===== config.mk =====
export PLATFORM = sky130hd
export DESIGN_NAME = seg7_scan_mux
export DESIGN_NICKNAME = d
export VERILOG_FILES = /design/src/rtl/seg7_pkg.sv /design/src/rtl/seg7_glyph.sv /design/src/rtl/seg7_scan_mux.sv
export SDC_FILE = /design/constraint.sdc
export NUM_CORES = 1
export LEC_CHECK = 0
export CORE_MARGIN = 2
export CORE_UTILIZATION = 59
export DETAILED_ROUTE_END_ITERATION = 6
export MAX_ROUTING_LAYER = met4
export PLACE_DENSITY = 0.94
export SETUP_SLACK_MARGIN = 0.1
export SLEW_MARGIN = 20
export SYNTH_ARGS = -nofsm -noshare
export SYNTH_HDL_FRONTEND = slang
export SYNTH_SLANG_ARGS = --single-unit

===== constraint.sdc =====
create_clock -name clk -period 3 [get_ports clk]
set_input_delay 0.45 -clock clk [delete_from_list [all_inputs] [get_ports clk]]
set_output_delay 0.45 -clock clk [all_outputs]
set_load 0.01 [all_outputs]

===== src/rtl/seg7_pkg.sv =====
`default_nettype none
// +------------------------------------------------------------------+
// | seg7_pkg : shared glyph constants, word type and lz helper       |
// | Revision : 1.0                                                   |
// +------------------------------------------------------------------+
package seg7_pkg;

    localparam int NUM_DIGITS = 4;

    localparam logic [6:0] GLYPH_0     = 7'h3F;
    localparam logic [6:0] GLYPH_1     = 7'h06;
    localparam logic [6:0] GLYPH_2     = 7'h5B;
    localparam logic [6:0] GLYPH_3     = 7'h4F;
    localparam logic [6:0] GLYPH_4     = 7'h66;
    localparam logic [6:0] GLYPH_5     = 7'h6D;
    localparam logic [6:0] GLYPH_6     = 7'h7D;
    localparam logic [6:0] GLYPH_7     = 7'h07;
    localparam logic [6:0] GLYPH_8     = 7'h7F;
    localparam logic [6:0] GLYPH_9     = 7'h6F;
    localparam logic [6:0] GLYPH_DASH  = 7'h40;
    localparam logic [6:0] GLYPH_BLANK = 7'h00;

    typedef struct packed {
        logic [4*NUM_DIGITS-1:0] digits;
        logic [NUM_DIGITS-1:0]   dp;
    } word_t;

    // True when the digit at 'slot' is a leading zero: it and every digit above it are zero.
    function automatic logic lz_suppress(input logic [4*NUM_DIGITS-1:0] digits,
                                         input logic [1:0]              slot,
                                         input logic                    en);
        logic upper_zero;
        upper_zero = 1'b1;
        for (int i = 0; i < NUM_DIGITS; i++) begin
            if ((i >= int'(slot)) && (digits[i*4 +: 4] != 4'd0)) begin
                upper_zero = 1'b0;
            end
        end
        return en && (slot != 2'd0) && upper_zero;
    endfunction

endpackage
`default_nettype wire


===== src/rtl/seg7_glyph.sv =====
`default_nettype none
// +------------------------------------------------------------------+
// | seg7_glyph : 4-bit value to active-high a..g pattern             |
// | Revision   : 1.0                                                 |
// +------------------------------------------------------------------+
module seg7_glyph
    import seg7_pkg::*;
(
    input  logic [3:0] value,
    output logic [6:0] glyph
);

    always_comb begin
        glyph = GLYPH_DASH;
        case (value)
            4'd0:    glyph = GLYPH_0;
            4'd1:    glyph = GLYPH_1;
            4'd2:    glyph = GLYPH_2;
            4'd3:    glyph = GLYPH_3;
            4'd4:    glyph = GLYPH_4;
            4'd5:    glyph = GLYPH_5;
            4'd6:    glyph = GLYPH_6;
            4'd7:    glyph = GLYPH_7;
            4'd8:    glyph = GLYPH_8;
            4'd9:    glyph = GLYPH_9;
            default: glyph = GLYPH_DASH;
        endcase
    end

endmodule
`default_nettype wire


===== src/rtl/seg7_scan_mux.sv =====
`default_nettype none
// +------------------------------------------------------------------+
// | seg7_scan_mux : 4-digit multiplexed 7-segment scanner with a     |
// |                 one-deep pending buffer and frame-aligned update |
// | Revision      : 1.0                                              |
// +------------------------------------------------------------------+
module seg7_scan_mux
    import seg7_pkg::*;
#(
    parameter int SCAN_DIV    = 1000,
    parameter int BLANK_GUARD = 2
) (
    input  logic                    clk,
    input  logic                    reset,
    input  logic                    in_valid,
    output logic                    in_ready,
    input  logic [4*NUM_DIGITS-1:0] in_digits,
    input  logic [NUM_DIGITS-1:0]   in_dp,
    input  logic                    lz_blank,
    output logic [6:0]              segments,
    output logic                    dp,
    output logic [NUM_DIGITS-1:0]   digit_sel,
    output logic                    frame_done
);

    localparam int             PW       = $clog2(SCAN_DIV);
    localparam logic [PW-1:0]  PRE_LAST = PW'(SCAN_DIV - 1);
    localparam logic [PW-1:0]  GUARD    = PW'(BLANK_GUARD);

    logic [PW-1:0]         pre_q,  pre_d;
    logic [1:0]            slot_q, slot_d;
    word_t                 pend_q, pend_d;
    logic                  pend_full_q, pend_full_d;
    word_t                 disp_q, disp_d;
    logic [6:0]            seg_q,  seg_d;
    logic                  dp_q,   dp_d;
    logic [NUM_DIGITS-1:0] sel_q,  sel_d;
    logic                  fd_q,   fd_d;

    logic       frame_end;
    logic       guard_blank;
    logic       lz_off;
    logic [3:0] cur_digit;
    logic [6:0] cur_glyph;

    assign in_ready = !pend_full_q;

    // Scan timing and the pending/display word handoff.
    always_comb begin
        pre_d       = pre_q;
        slot_d      = slot_q;
        pend_d      = pend_q;
        pend_full_d = pend_full_q;
        disp_d      = disp_q;
        frame_end   = (slot_q == 2'd3) && (pre_q == PRE_LAST);

        if (pre_q == PRE_LAST) begin
            pre_d  = '0;
            slot_d = slot_q + 2'd1;
        end else begin
            pre_d = pre_q + PW'(1);
        end

        if (frame_end && pend_full_q) begin
            disp_d      = pend_q;
            pend_full_d = 1'b0;
        end

        if (in_valid && in_ready) begin
            pend_d.digits = in_digits;
            pend_d.dp     = in_dp;
            pend_full_d   = 1'b1;
        end
    end

    assign cur_digit = disp_q.digits[{slot_q, 2'b00} +: 4];

    seg7_glyph u_glyph (
        .value (cur_digit),
        .glyph (cur_glyph)
    );

    // Output stage is computed from the current scan state and registered one cycle later.
    always_comb begin
        guard_blank = (pre_q < GUARD);
        lz_off      = lz_suppress(disp_q.digits, slot_q, lz_blank);
        seg_d       = GLYPH_BLANK;
        dp_d        = 1'b0;
        sel_d       = '0;
        fd_d        = frame_end;
        if (!guard_blank) begin
            sel_d = NUM_DIGITS'(1) << slot_q;
            dp_d  = disp_q.dp[slot_q];
            seg_d = lz_off ? GLYPH_BLANK : cur_glyph;
        end
    end

    always_ff @(posedge clk or posedge reset) begin
        if (reset) begin
            pre_q       <= '0;
            slot_q      <= 2'd0;
            pend_q      <= '0;
            pend_full_q <= 1'b0;
            disp_q      <= '0;
            seg_q       <= '0;
            dp_q        <= 1'b0;
            sel_q       <= '0;
            fd_q        <= 1'b0;
        end else begin
            pre_q       <= pre_d;
            slot_q      <= slot_d;
            pend_q      <= pend_d;
            pend_full_q <= pend_full_d;
            disp_q      <= disp_d;
            seg_q       <= seg_d;
            dp_q        <= dp_d;
            sel_q       <= sel_d;
            fd_q        <= fd_d;
        end
    end

    assign segments   = seg_q;
    assign dp         = dp_q;
    assign digit_sel  = sel_q;
    assign frame_done = fd_q;

endmodule
`default_nettype wire

Word level (Yosys, flattened, before mapping)
Memory sizes are Yosys's and may differ from the RTL's.
Index checks and enable logic that the tools add are counted.
{"block": "word_totals", "in_bits": 24, "output_inout_bits": 14, "regBits": 66, "romBits": 112, "memories": 1, "elab_cells": 51}
{"name": "(no name shown)", "depth": 16, "word_bits": 7, "read_ports": 1, "rd_ports_with_merged_regs": 0, "write_ports": 0, "line": "seg7_glyph.sv:15", "text": "case (value)"}
{"block": "classes", "shifts": 2, "n_reduce_logical": 15, "n_mux": 13, "n_addsub": 2, "n_eq_ne": 2, "order_cmp": 5}
{"op": "4-bit nonzero test", "count": 4}
{"op": "16-bit by 5-bit variable part select with 4-bit output", "count": 1}
{"op": "7-bit 2-to-1 mux", "count": 2}
{"op": "10-bit by 1-bit adder with 10-bit output (second input constant)", "count": 1}
{"op": "10-bit == test (second input constant)", "count": 1}
{"op": "10-bit by 2-bit less-than comparator with 1-bit output (second input constant)", "count": 1}
{"op": "10-bit 2-to-1 mux", "count": 1}
{"op": "1-bit logical AND", "count": 8}
{"op": "1-bit 2-to-1 mux", "count": 8}
{"op": "1-bit by 2-bit greater-or-equal comparator with 1-bit output (first input constant)", "count": 2}
{"op": "4-bit 2-to-1 mux", "count": 1}
{"op": "2-bit nonzero test", "count": 2}
{"op": "1-bit by 2-bit left shift with 4-bit output (first input constant)", "count": 1}
{"op": "2-bit by 3-bit less-than comparator with 1-bit output (second input constant)", "count": 1}
{"op": "2-bit by 1-bit adder with 2-bit output (second input constant)", "count": 1}
{"op": "1-bit binary-select mux with 2-bit select", "count": 1}
{"op": "2-bit == test (second input constant)", "count": 1}
{"op": "2-bit greater-or-equal comparator (first input constant)", "count": 1}
{"op": "1-bit logical NOT", "count": 1}

Logic depth before layout (Yosys ltp)
Gate-level depths: netlist of run 1.
{"block": "logic_depth", "word_depth": 9, "ltp_mapped": 7, "mapped_depth_nobuf": 6}

Hierarchy
Synthesis of run 1 repeated with hierarchy kept, for this count alone.
{"block": "unflattened", "hier_cells": 229, "area_unflattened_um2": 3040.4}
{"mod": "seg7_scan_mux", "n_inst": 1, "cells_each": 200, "area_each_um2": 2807.7}
{"mod": "seg7_glyph", "n_inst": 1, "cells_each": 29, "area_each_um2": 232.7}

Worst setup path before layout of run 1
Ideal clock, no wire load.
{"block": "synth_path", "path_type": "flip-flop to flip-flop", "from": "reg slot_q[0]", "to": "reg seg_q[5] (netlist: segments[5])", "t_arrival_ns": 1.779, "path_stages_with_launch": 8, "setup_time_ns": 0.075, "setup_slack_ns": 1.146, "cell_sequence": "dfrtp_1 > buf_6 > mux4_1 > inv_1 > ha_1 > nor2_1 > a211o_1 > a21oi_2"}
{"block": "synth_via", "elab_chain_len": 9}
{"item": "start, declared", "line": "seg7_scan_mux.sv:31", "text": "logic [1:0] slot_q, slot_d;"}
{"item": "start signal, assigned", "line": "seg7_scan_mux.sv:111", "text": "slot_q <= slot_d;"}
{"item": "branches (longest 7 deep; another with memory 16 x 7 bit)"}
{"item": "7-bit 2-to-1 mux *", "line": "seg7_scan_mux.sv:94", "text": "seg_d = lz_off ? GLYPH_BLANK : cur_glyph;"}
{"item": "7-bit 2-to-1 mux *", "line": "seg7_scan_mux.sv:91", "text": "if (!guard_blank) begin"}
{"item": "net seg_d[5]", "line": "seg7_scan_mux.sv:35", "text": "logic [6:0] seg_q, seg_d;"}
{"item": "end signal, assigned", "line": "seg7_scan_mux.sv:115", "text": "seg_q <= seg_d;"}
{"item": "end, declared", "line": "seg7_scan_mux.sv:35"}
Mark *: on every way through the listed nets, which the timed path passes.
A chain may end at the register's enable or synchronous reset.

Final worst setup path of run 1
{"block": "layout_path", "from": "reg pre_q[0]", "to": "reg disp_q[4] in the netlist's numbering"}
{"block": "layout_via", "elab_chain_len": 3}
{"item": "start, declared", "line": "seg7_scan_mux.sv:30", "text": "logic [PW-1:0] pre_q, pre_d;"}
{"item": "start signal, assigned", "line": "seg7_scan_mux.sv:110", "text": "pre_q <= pre_d;"}
{"item": "10-bit == test", "line": "seg7_scan_mux.sv:55", "text": "frame_end = (slot_q == 2'd3) && (pre_q == PRE_LAST);"}
{"item": "1-bit logical AND", "line": "seg7_scan_mux.sv:55"}
{"item": "1-bit logical AND", "line": "seg7_scan_mux.sv:64", "text": "if (frame_end && pend_full_q) begin"}
{"item": "end signal, assigned", "line": "seg7_scan_mux.sv:114", "text": "disp_q <= disp_d;"}
{"item": "end, declared", "line": "seg7_scan_mux.sv:34", "text": "word_t disp_q, disp_d;"}
No other way between the ends.

==> impl_results.md, run 1 <==
* Max-Cap Viols at 0
* Antenna violation net count after detailed routing at 0
* Final net count at 296
* Die height at between 70 and 80 um
* Largest net degree at the start of global routing at 41
* Crit path DAT at between 2 and 2.5 ns
* Dpl hpwl at 3560 um
* Max Root-Sink Buffers at 2
* Final setup fails at 0
* Mean Syn Cell Area at 13.2 um2
* Initial antenna violation count at 0
* Slew @ Worst Pin at 0.555 ns
* Clock power frac at 40.8%
* Share of cells above drive strength 1 at roughly 17%
* Final slew viol count at 0
* Setup Fix Bufs, Post-CTS at 0
* Post-Syn Area at 0.00291 mm2
* Root buf cell: clkbuf_8
* Setup TNS at 0 ns
* Core area at 0.00475 mm2
* Final period util at roughly 74%
* # IOs at 38
* Width of the die at 74.3 um
* Area grow syn2layout at 21.0%
* Seq cells post-synth at 66
* Non-filler cells, final at 333
* CP cell instances: ha_1, nand4_1, nor4_2, and3_2, mux2_1
* CTS buffer count at 9
* Fill count at 312
* Worst path top cell family by delay: simple AND/OR/NAND/NOR gates
* Pleak at roughly 1.6 nW
* Switching part of the total at approximately a fifth
* Syn. warnings at 0
* Clk slew on worst S/H paths at 0.06 ns
* Initial DRC count at 139
* Pint at 1.37 mW
* Crit-path max cell delay at 0.57 ns
* Post_cts resized at 0
* Post-layout minimum cycle time at 2.22 ns
* Comb pwr share at under 10%
* Placed cell count at around 320
* Pwr dens at 487 mW/mm2
* Port bufs at 37
* F_max at 0.451 GHz
* Final WL at approximately 5000 um
* Drt pass-1 iters at 4
* Final hold viol count at 0
* Reg power frac at 54.6%
* Commonest non-fill, non-tap cell in the layout: dfrtp_1
* Crit path launch type: flop
* Distinct cell type count after synthesis at 37
* Tot GR Track Use at around 22%
* Req. time, crit path at roughly 3.2 ns
* Crit-path slowest cell: and3_2
* DR WL/cell at between 10 and 15 um
* CP Capture Type: flop
* Most frequent cells in the layout: dfrtp_1 (66), clkdlybuf4s50_1 (37), mux2_2 (21)
* Hold Slack at around 0.48 ns
* Worst Path Buf+Inv at 0
* Initial Util at 61.3%
* Final Wtd Congestion at 0.858
* First-pass GRT wire length at 8400 um
* Reg-to-reg setup timing slack at 0.78 ns
* Hold buffer count at CTS at 0
* Total placed instance area at 0.00334 mm2
* CTS tree: yes
* Outcome: finished, final reports clean
* Seq/Total Area, Yosys at 56.7%
* Final Skew at 0.00869 ns
* Vias at 1790
* Vias in the first global route at 1778
* Gr ovfl total at 0
* Synth Net Count at between 200 and 300
* Final core occ at 74.2%
* CP Max Fanout at 21
* Slew headroom at 62.9%
* Final Instance Area at 0.00353 mm2
* Hold Path Class: reg -> reg
* Clk_lat worst skew at 0.34 ns
* Drt drc at 0
* Critical path class: reg -> reg
* Maximum vdd drop at 322 uV
* Register area at 0.00165 mm2
* # H-tree levels at 3
* Via-per-instance ratio at 5.38
* Sw power at 0.347 mW
* RSZ-0062 raised after global routing: false
* Die ar. at 0.00552 mm2
* Area of the multi-input gates at 0.00117 mm2
* Antenna Cells at 0
* Synth Instances at roughly 220
* # clock sinks at 66
* Std cell rows at 25
-- metrics by stage --
stage,setup WS (ns),total power [mW]
2_1_floorplan,0.895,0.988
3_3_place_gp,0.974,1.03
3_5_place_dp,0.761,1.04
4_1_cts,0.790,1.74
5_1_grt,0.652,1.79
6_report,0.784,1.72
-- flip-flops by register name (all words and copies together), names as in the netlist --
signal and cells:
disp_q 20, pend_q 20, pre_q 10, segments 7, digit_sel 4, slot_q 2, dp 1, frame_done 1
pend_full_q 1
-- power groups by stage --
| stage | sequential (mW) | combinational (mW) | clock [mW] |
|---|---|---|---|
| detailed placement | 0.955 | 0.0818 | 0 |
| finish | 0.939 | 0.0790 | 0.701 |
| global placement | 0.954 | 0.0776 | 0 |
| CTS | 0.939 | 0.0818 | 0.717 |
| global route | 0.941 | 0.0896 | 0.761 |
| floorplan | 0.948 | 0.0405 | 0 |
-- final cells by class --
class / instances / share of cell area, %
clock buffers: 12 / 4.12
clock inverters: 3 / 1.14
inverters: 8 / 0.852
multi-input cells: 137 / 33.2
flip-flops and latches: 66 / 46.8
well taps: 67 / 2.38
repair buffers: 40 / 11.5
-- path summary, 6_finish.rpt --
kind / startpoint / endpoint / cells past startpoint
max: pre_q[0] / disp_q[4] / 5
min: pre_q[0] / pre_q[0] / 1
max reg2reg: pre_q[0] / disp_q[4] / 5
min reg2reg: pre_q[0] / pre_q[0] / 1
max in group asynchronous: reset / disp_q[4] / 3
min in group asynchronous: reset / segments[2] / 2
-- synthesized netlist by cell type, drive strengths merged --
cell type | number | area [um2]
or3 | 2 | 12.5
nor4 | 5 | 37.5
dfrtp | 66 | 1650
nor3 | 4 | 20.0
nand2 | 7 | 26.3
nand3 | 6 | 30.0
a41oi | 1 | 8.76
a21oi | 8 | 47.6
o21ai | 5 | 25.0
clkbuf | 4 | 15.0
inv | 8 | 30.0
and2 | 6 | 37.5
mux4 | 5 | 120
a21o | 1 | 7.51
xnor2 | 3 | 26.3
o22ai | 1 | 6.26
a22o | 2 | 17.5
nand2b | 3 | 18.8
mux2 | 40 | 450
mux2i | 1 | 10.0
ha | 10 | 125
nand3b | 1 | 7.51
xor2 | 2 | 17.5
and3 | 1 | 7.51
nor2 | 15 | 56.3
o21bai | 1 | 7.51
nand4 | 1 | 6.26
a211o | 1 | 8.76
nor2b | 5 | 31.3
buf | 6 | 47.5
-- per-layer routing --
layer,up-vias,part of all wire (%),GRT usage (%)
met5,-,0,-
met4,0,1.6,9.33
met3,8,4.5,7.18
met2,42,51,33.8
met1,886,43,26.2
li1,854,-,-
-- logic make-up (layout without fill, tap and decap cells) --
family,Yosys count,in the layout,synth area share [%]
buffers and inverters,18,63,3.18
XOR/XNOR,5,5,1.50
adder cells (fa/ha/maj),10,10,4.29
flip-flops,66,66,56.7
AND/OR/NAND/NOR,56,56,10.0
multiplexers,46,46,19.9
AO/OA/AOI/OAI,20,20,4.42
-- worst reg2reg max path, cell delays in order, from the launching register on --
cell     delay, ns
dfrtp_1       0.38
ha_1          0.26
nand4_1       0.17
nor4_2        0.34
and3_2        0.57
mux2_1        0.39
Note: power is estimated with default switching activity, not from simulation.
==> run 2: changes to the inputs <==
CORE_UTILIZATION = 54   (was 59)
PLACE_DENSITY = 0.87   (was 0.94)
clock period = 2.3 ns   (was 3 ns; I/O delays follow)
==> run 2 against run 1 <==
Effect of this change: clock power increased by 31%; critical path depth rose by 1; total power rose by 31%; combinational power rose by 30%; worst hold slack lost 0.088 ns; critical endpoint is now segments[5].
==> impl_results.md, run 2 (synthesis results as in run 1) <==
* Root buf cell: clkbuf_8 (unchanged)
* Slew @ Worst Pin at 0.505 ns (was 0.555 ns)
* Initial Util at 56.3% (was 61.3%)
* Share of cells above drive strength 1 at 17.9% (was 16.9%)
* Critical path class: reg -> reg (unchanged)
* Antenna Cells at 0 (unchanged)
* Die height at 77.5 um (was 74.3 um)
* Final net count at 297 (was 296)
* Hold buffer count at CTS at 0 (unchanged)
* Hold Path Class: in -> async (was reg -> reg)
* Final period util at 88.4% (was 73.9%)
* Initial antenna violation count at 0 (unchanged)
* Port bufs at 37 (unchanged)
* Crit path depth at 6 (was 5)
* Clk_lat worst skew at 0.34 ns (about the same)
* Maximum vdd drop at 436 uV (was 322 uV)
* R2R depth at 6 (was 5)
* Req. time, crit path at 2.57 ns (was 3.22 ns)
* Vias in the first global route at 1731 (was 1778)
* Fill count at 372 (was 312)
* RSZ-0062 raised after global routing: false (unchanged)
* Pwr dens at 632 mW/mm2 (was 487 mW/mm2)
* Crit-path slowest cell: mux4_1 (was and3_2)
* Worst path top cell family by delay: multiplexers (was simple AND/OR/NAND/NOR gates)
* First-pass GRT wire length at 8070 um (was 8400 um)
* Dpl hpwl at 3330 um (was 3560 um)
* Max Root-Sink Buffers at 2 (unchanged)
* # IOs at 38 (unchanged)
* Core area at 0.00517 mm2 (was 0.00475 mm2)
* Slew headroom at 66.1% (was 62.9%)
* Final hold viol count at 0 (unchanged)
* Post_cts resized at 0 (unchanged)
* Gr ovfl total at 0 (unchanged)
* Die ar. at 0.00600 mm2 (was 0.00552 mm2)
* Antenna violation net count after detailed routing at 0 (unchanged)
* Setup Fix Bufs, Post-CTS at 0 (unchanged)
* Max-Cap Viols at 0 (unchanged)
* Std cell rows at 26 (was 25)
* Setup TNS at 0 ns (unchanged)
* Final Wtd Congestion at 0.824 (was 0.858)
* Drt pass-1 iters at 4 (unchanged)
* Final core occ at 68.6% (was 74.2%)
* Vias at 1782 (was 1790)
* # H-tree levels at 3 (unchanged)
* Crit path launch type: flop (unchanged)
* Initial DRC count at 87 (was 139)
* CP Max Fanout at 8 (was 21)
* Width of the die at 77.5 um (was 74.3 um)
* Clk slew on worst S/H paths at 0.07 ns (was 0.06 ns)
* Final WL at 4710 um (was 4890 um)
* CTS buffer count at 9 (unchanged)
* Via-per-instance ratio at 5.27 (was 5.38)
* # clock sinks at 66 (unchanged)
* Pleak at 1.61 nW (was 1.60 nW)
* Drt drc at 0 (unchanged)
* Largest net degree at the start of global routing at 67 (was 41)
* Largest regs: disp_q x20, pend_q x20, pre_q x10 (unchanged)
* Final Skew at 0.0101 ns (was 0.00869 ns)
* Final slew viol count at 0 (unchanged)
* CP Capture Type: flop (unchanged)
* Outcome: finished, final reports clean (unchanged)
* F_max at 0.492 GHz (was 0.451 GHz)
* Commonest non-fill, non-tap cell in the layout: dfrtp_1 (unchanged)
* Crit-path max cell delay at 0.66 ns (was 0.57 ns)
* Area grow syn2layout at 21.8% (was 21.0%)
* Post-layout minimum cycle time at 2.03 ns (was 2.22 ns)
* Tot GR Track Use at 18.2% (was 21.8%)
* Most frequent cells in the layout: dfrtp_1 (66), clkdlybuf4s50_1 (37), mux2_2 (21) (unchanged)
* Crit path DAT at 2.31 ns (was 2.43 ns)
* DR WL/cell at 13.9 um (was 14.7 um)
* Final setup fails at 0 (unchanged)
* Worst Path Buf+Inv at 1 (was 0)
* CTS tree: yes (unchanged)
* CP cell instances: mux4_1, inv_1, ha_1, nor2_1, a211o_1, a21oi_2 (was ha_1, nand4_1, nor4_2, and3_2, mux2_1)
[run 2: worst paths after layout]
kind / startpoint / endpoint / slack [ns]
max in group asynchronous: reset / pre_q[0] / 1.64
min in group clk: pre_q[0] / pre_q[0] / 0.47
min: reset / segments[4] / 0.39
max: slot_q[0] / segments[5] / 0.27
max reg2reg: slot_q[0] / segments[5] / 0.27
min reg2reg: pre_q[0] / pre_q[0] / 0.47
[run 2: worst min-delay path: stages]
cell and delay, ns:
clkdlybuf4s50_1 0.41, inv_2 0.07, buf_12 0.30
[run 2: final cells by class]
class,count,area (um2),share of cell area [%]
timing repair buffer,41,425,12.0
clock buffer,10,128,3.60
tap,70,87.6,2.47
multi-input combinational,137,1170,33.0
sequential,66,1650,46.5
inverter,8,30.0,0.846
clock inverter,6,57.6,1.62
[run 2: where the power goes]
group / internal [mW] / switching (mW) / leakage, nW
Sequential: 1.20 / 0.0234 / 0.834
Clock: 0.492 / 0.423 / 0.0958
Combinational: 0.0670 / 0.0359 / 0.677
Total: 1.76 / 0.483 / 1.61
[run 2: per-stage QoR]
| step | instances | setup slack (ns) | hold slack [ns] | area (um2) | total power [mW] |
|---|---|---|---|---|---|
| after global routing | 338 | 0.158 | 0.431 | 3550 | 2.33 |
| after detailed placement | 322 | 0.270 | 0.462 | 3360 | 1.35 |
| final | 338 | 0.267 | 0.391 | 3550 | 2.24 |
| after floorplan | 221 | 0.300 | 0.433 | 2910 | 1.29 |
| after CTS | 338 | 0.252 | 0.395 | 3550 | 2.27 |
| after global placement | 322 | 0.339 | 0.444 | 3360 | 1.35 |
[run 2: layer usage]
| layer | vias to the layer above | wire (um) | GRT usage, % |
|---|---|---|---|
| met2 | 40 | 2260 | 27.3 |
| met4 | 0 | 115 | 10.7 |
| li1 | 858 | - | - |
| met5 | - | 0 | - |
| met1 | 873 | 2160 | 22.9 |
| met3 | 11 | 177 | 3.84 |
==> run 3: changes to the inputs <==
SKIP_CTS_REPAIR_TIMING = 1   (was default)
==> results of run 3 <==
No change in the layout: final DEF, timing and power equal those of run 2.
==> patch (settings of run 1) <==
Remove the register `sel_q`: a continuous assignment takes its place, so the output `digit_sel` follows one clock earlier.
--- a/src/rtl/seg7_scan_mux.sv
+++ b/src/rtl/seg7_scan_mux.sv
@@ -106,3 +106,2 @@
             dp_q        <= 1'b0;
-            sel_q       <= '0;
             fd_q        <= 1'b0;
@@ -116,3 +115,2 @@
             dp_q        <= dp_d;
-            sel_q       <= sel_d;
             fd_q        <= fd_d;
@@ -120,2 +118,4 @@
     end
+
+    assign sel_q = sel_d;
 
Function: changed (Yosys sat finds a counterexample within 4 cycles, from zero or initial values and one cycle with reset high).
==> patch against run 1 <==
  * Routed wire length grew 4.7%
  * Critical endpoint is now digit_sel[0]
  * Final area shrank 1.8%
  * Synthesized area shrank 1.6%
  * Worst setup slack lost 0.26 ns
  * Power shrank 4.3%
  * Combinational power grew 6.2%
  * Via count shrank 1.6%
  * Cell count shrank 6.3%
  * First-iteration DRC count shrank 11%
  * Core utilization shrank 0.37 points
  * Non-clock buffer count shrank 1
  * Sequential share of layout area shrank 2.0 points
  * Sequential cell count shrank 4
==> patch: results (changes against run 1) <==
- Status: completed
- Maximum VDD drop: 0.436 mV (+36%)
- Layout cell share with drive strength beyond 1: 25.6% (+8.7 points)
- Post-Syn Nets: 245 (-3.9%)
- Post-DR wirelength/cell: 16.4 um (+12%)
- Pre-antenna DRT Iters: 5 (+1)
- Final #Nets: 287 (-3.0%)
- Post-synth top cells: 62 x dfrtp_1, 21 x mux2_2, 19 x mux2_4
- Slowest CP cell: clkdlybuf4s50_1
- Place WS: 0.857 ns (+0.0958 ns)
- GRT Resource Usage Total: 23.1% (+1.4 points)
- Initial core utilization: 61.1% (-0.17 points)
- Part of the Yosys area used for sequential elements: 54.1% (-2.6 points)
- 1st-iter DRT viols: 124 (-11%)
- Vias in the first global route: 1853 (+4.2%)
- Met2 wire len: 2660 um (+7.3%)
- Max Fanout on Critical Path: 7 (-67%)
- HPWL Detailed: 3750 um (+5.5%)
- Slew @ Worst Pin: 0.589 ns (+0.0338 ns)
- DR vias: 1761 (-1.6%)
- Critical path's largest stage delay: 0.48 ns (-0.09 ns)
- Routed met3 length: 211 um (-4.1%)
- GR Util met3: 5.49% (-1.7 points)
- Fin Clk Skew: 0.00990 ns (+0.00121 ns)
- First-pass GRT wire length: 8800 um (+4.8%)
-- patch: cell count changes after synthesis, moves of 3 or more --
cell     before  now
mux2_4        0   19
mux2_1       19    0
nand3_1       6    2
dfrtp_1      66   62
nand2_1       7   10
-- patch: path summary, 6_finish.rpt --
path,startpoint,endpoint,slack (ns),depth (start not counted)
min,pre_q[0],pre_q[0],0.46,1
min in group asynchronous,reset,pre_q[4],0.50,2
min reg2reg,pre_q[0],pre_q[0],0.46,1
max,pre_q[5],digit_sel[0],0.52,4
max reg2reg,slot_q[0],segments[5],0.91,6
max in group asynchronous,reset,pend_full_q,1.91,3
-- patch: power breakdown --
group          total, uW  switching [uW]  internal [uW]
clock                670             305            365
combinational       83.9            28.8           55.0
sequential           891            19.9            871
-- patch: layout make-up --
cell class / count / share of cell area [%]
Inverter: 8 / 0.867
Tap cell: 54 / 1.95
Clock inverter: 3 / 0.506
Multi-Input combinational cell: 133 / 35.5
Sequential cell: 62 / 44.8
Clock buffer: 13 / 4.88
Timing Repair Buffer: 39 / 11.5
-- patch: logic make-up after synthesis --
kind of cell	Yosys count	synth area share, %
muxes	47	22.8
adders and majority gates	10	4.36
AOI/OAI and AO/OA	17	3.71
DFF	62	54.1
and+or+nand+nor	52	9.82
buffers and inverters	16	3.05
xor gates and xnor gates	7	2.14
-- patch: through the flow --
| stage | util [%] | cell area, um^2 | std cells |
|---|---|---|---|
| 3_5_place_dp | 69.8 | 3280 | 296 |
| 5_1_grt | 73.8 | 3460 | 312 |
| 4_1_cts | 73.8 | 3460 | 312 |
| 2_1_floorplan | - | 2870 | 211 |
| 6_report | 73.8 | 3460 | 312 |
| 3_3_place_gp | 69.8 | 3280 | 296 |
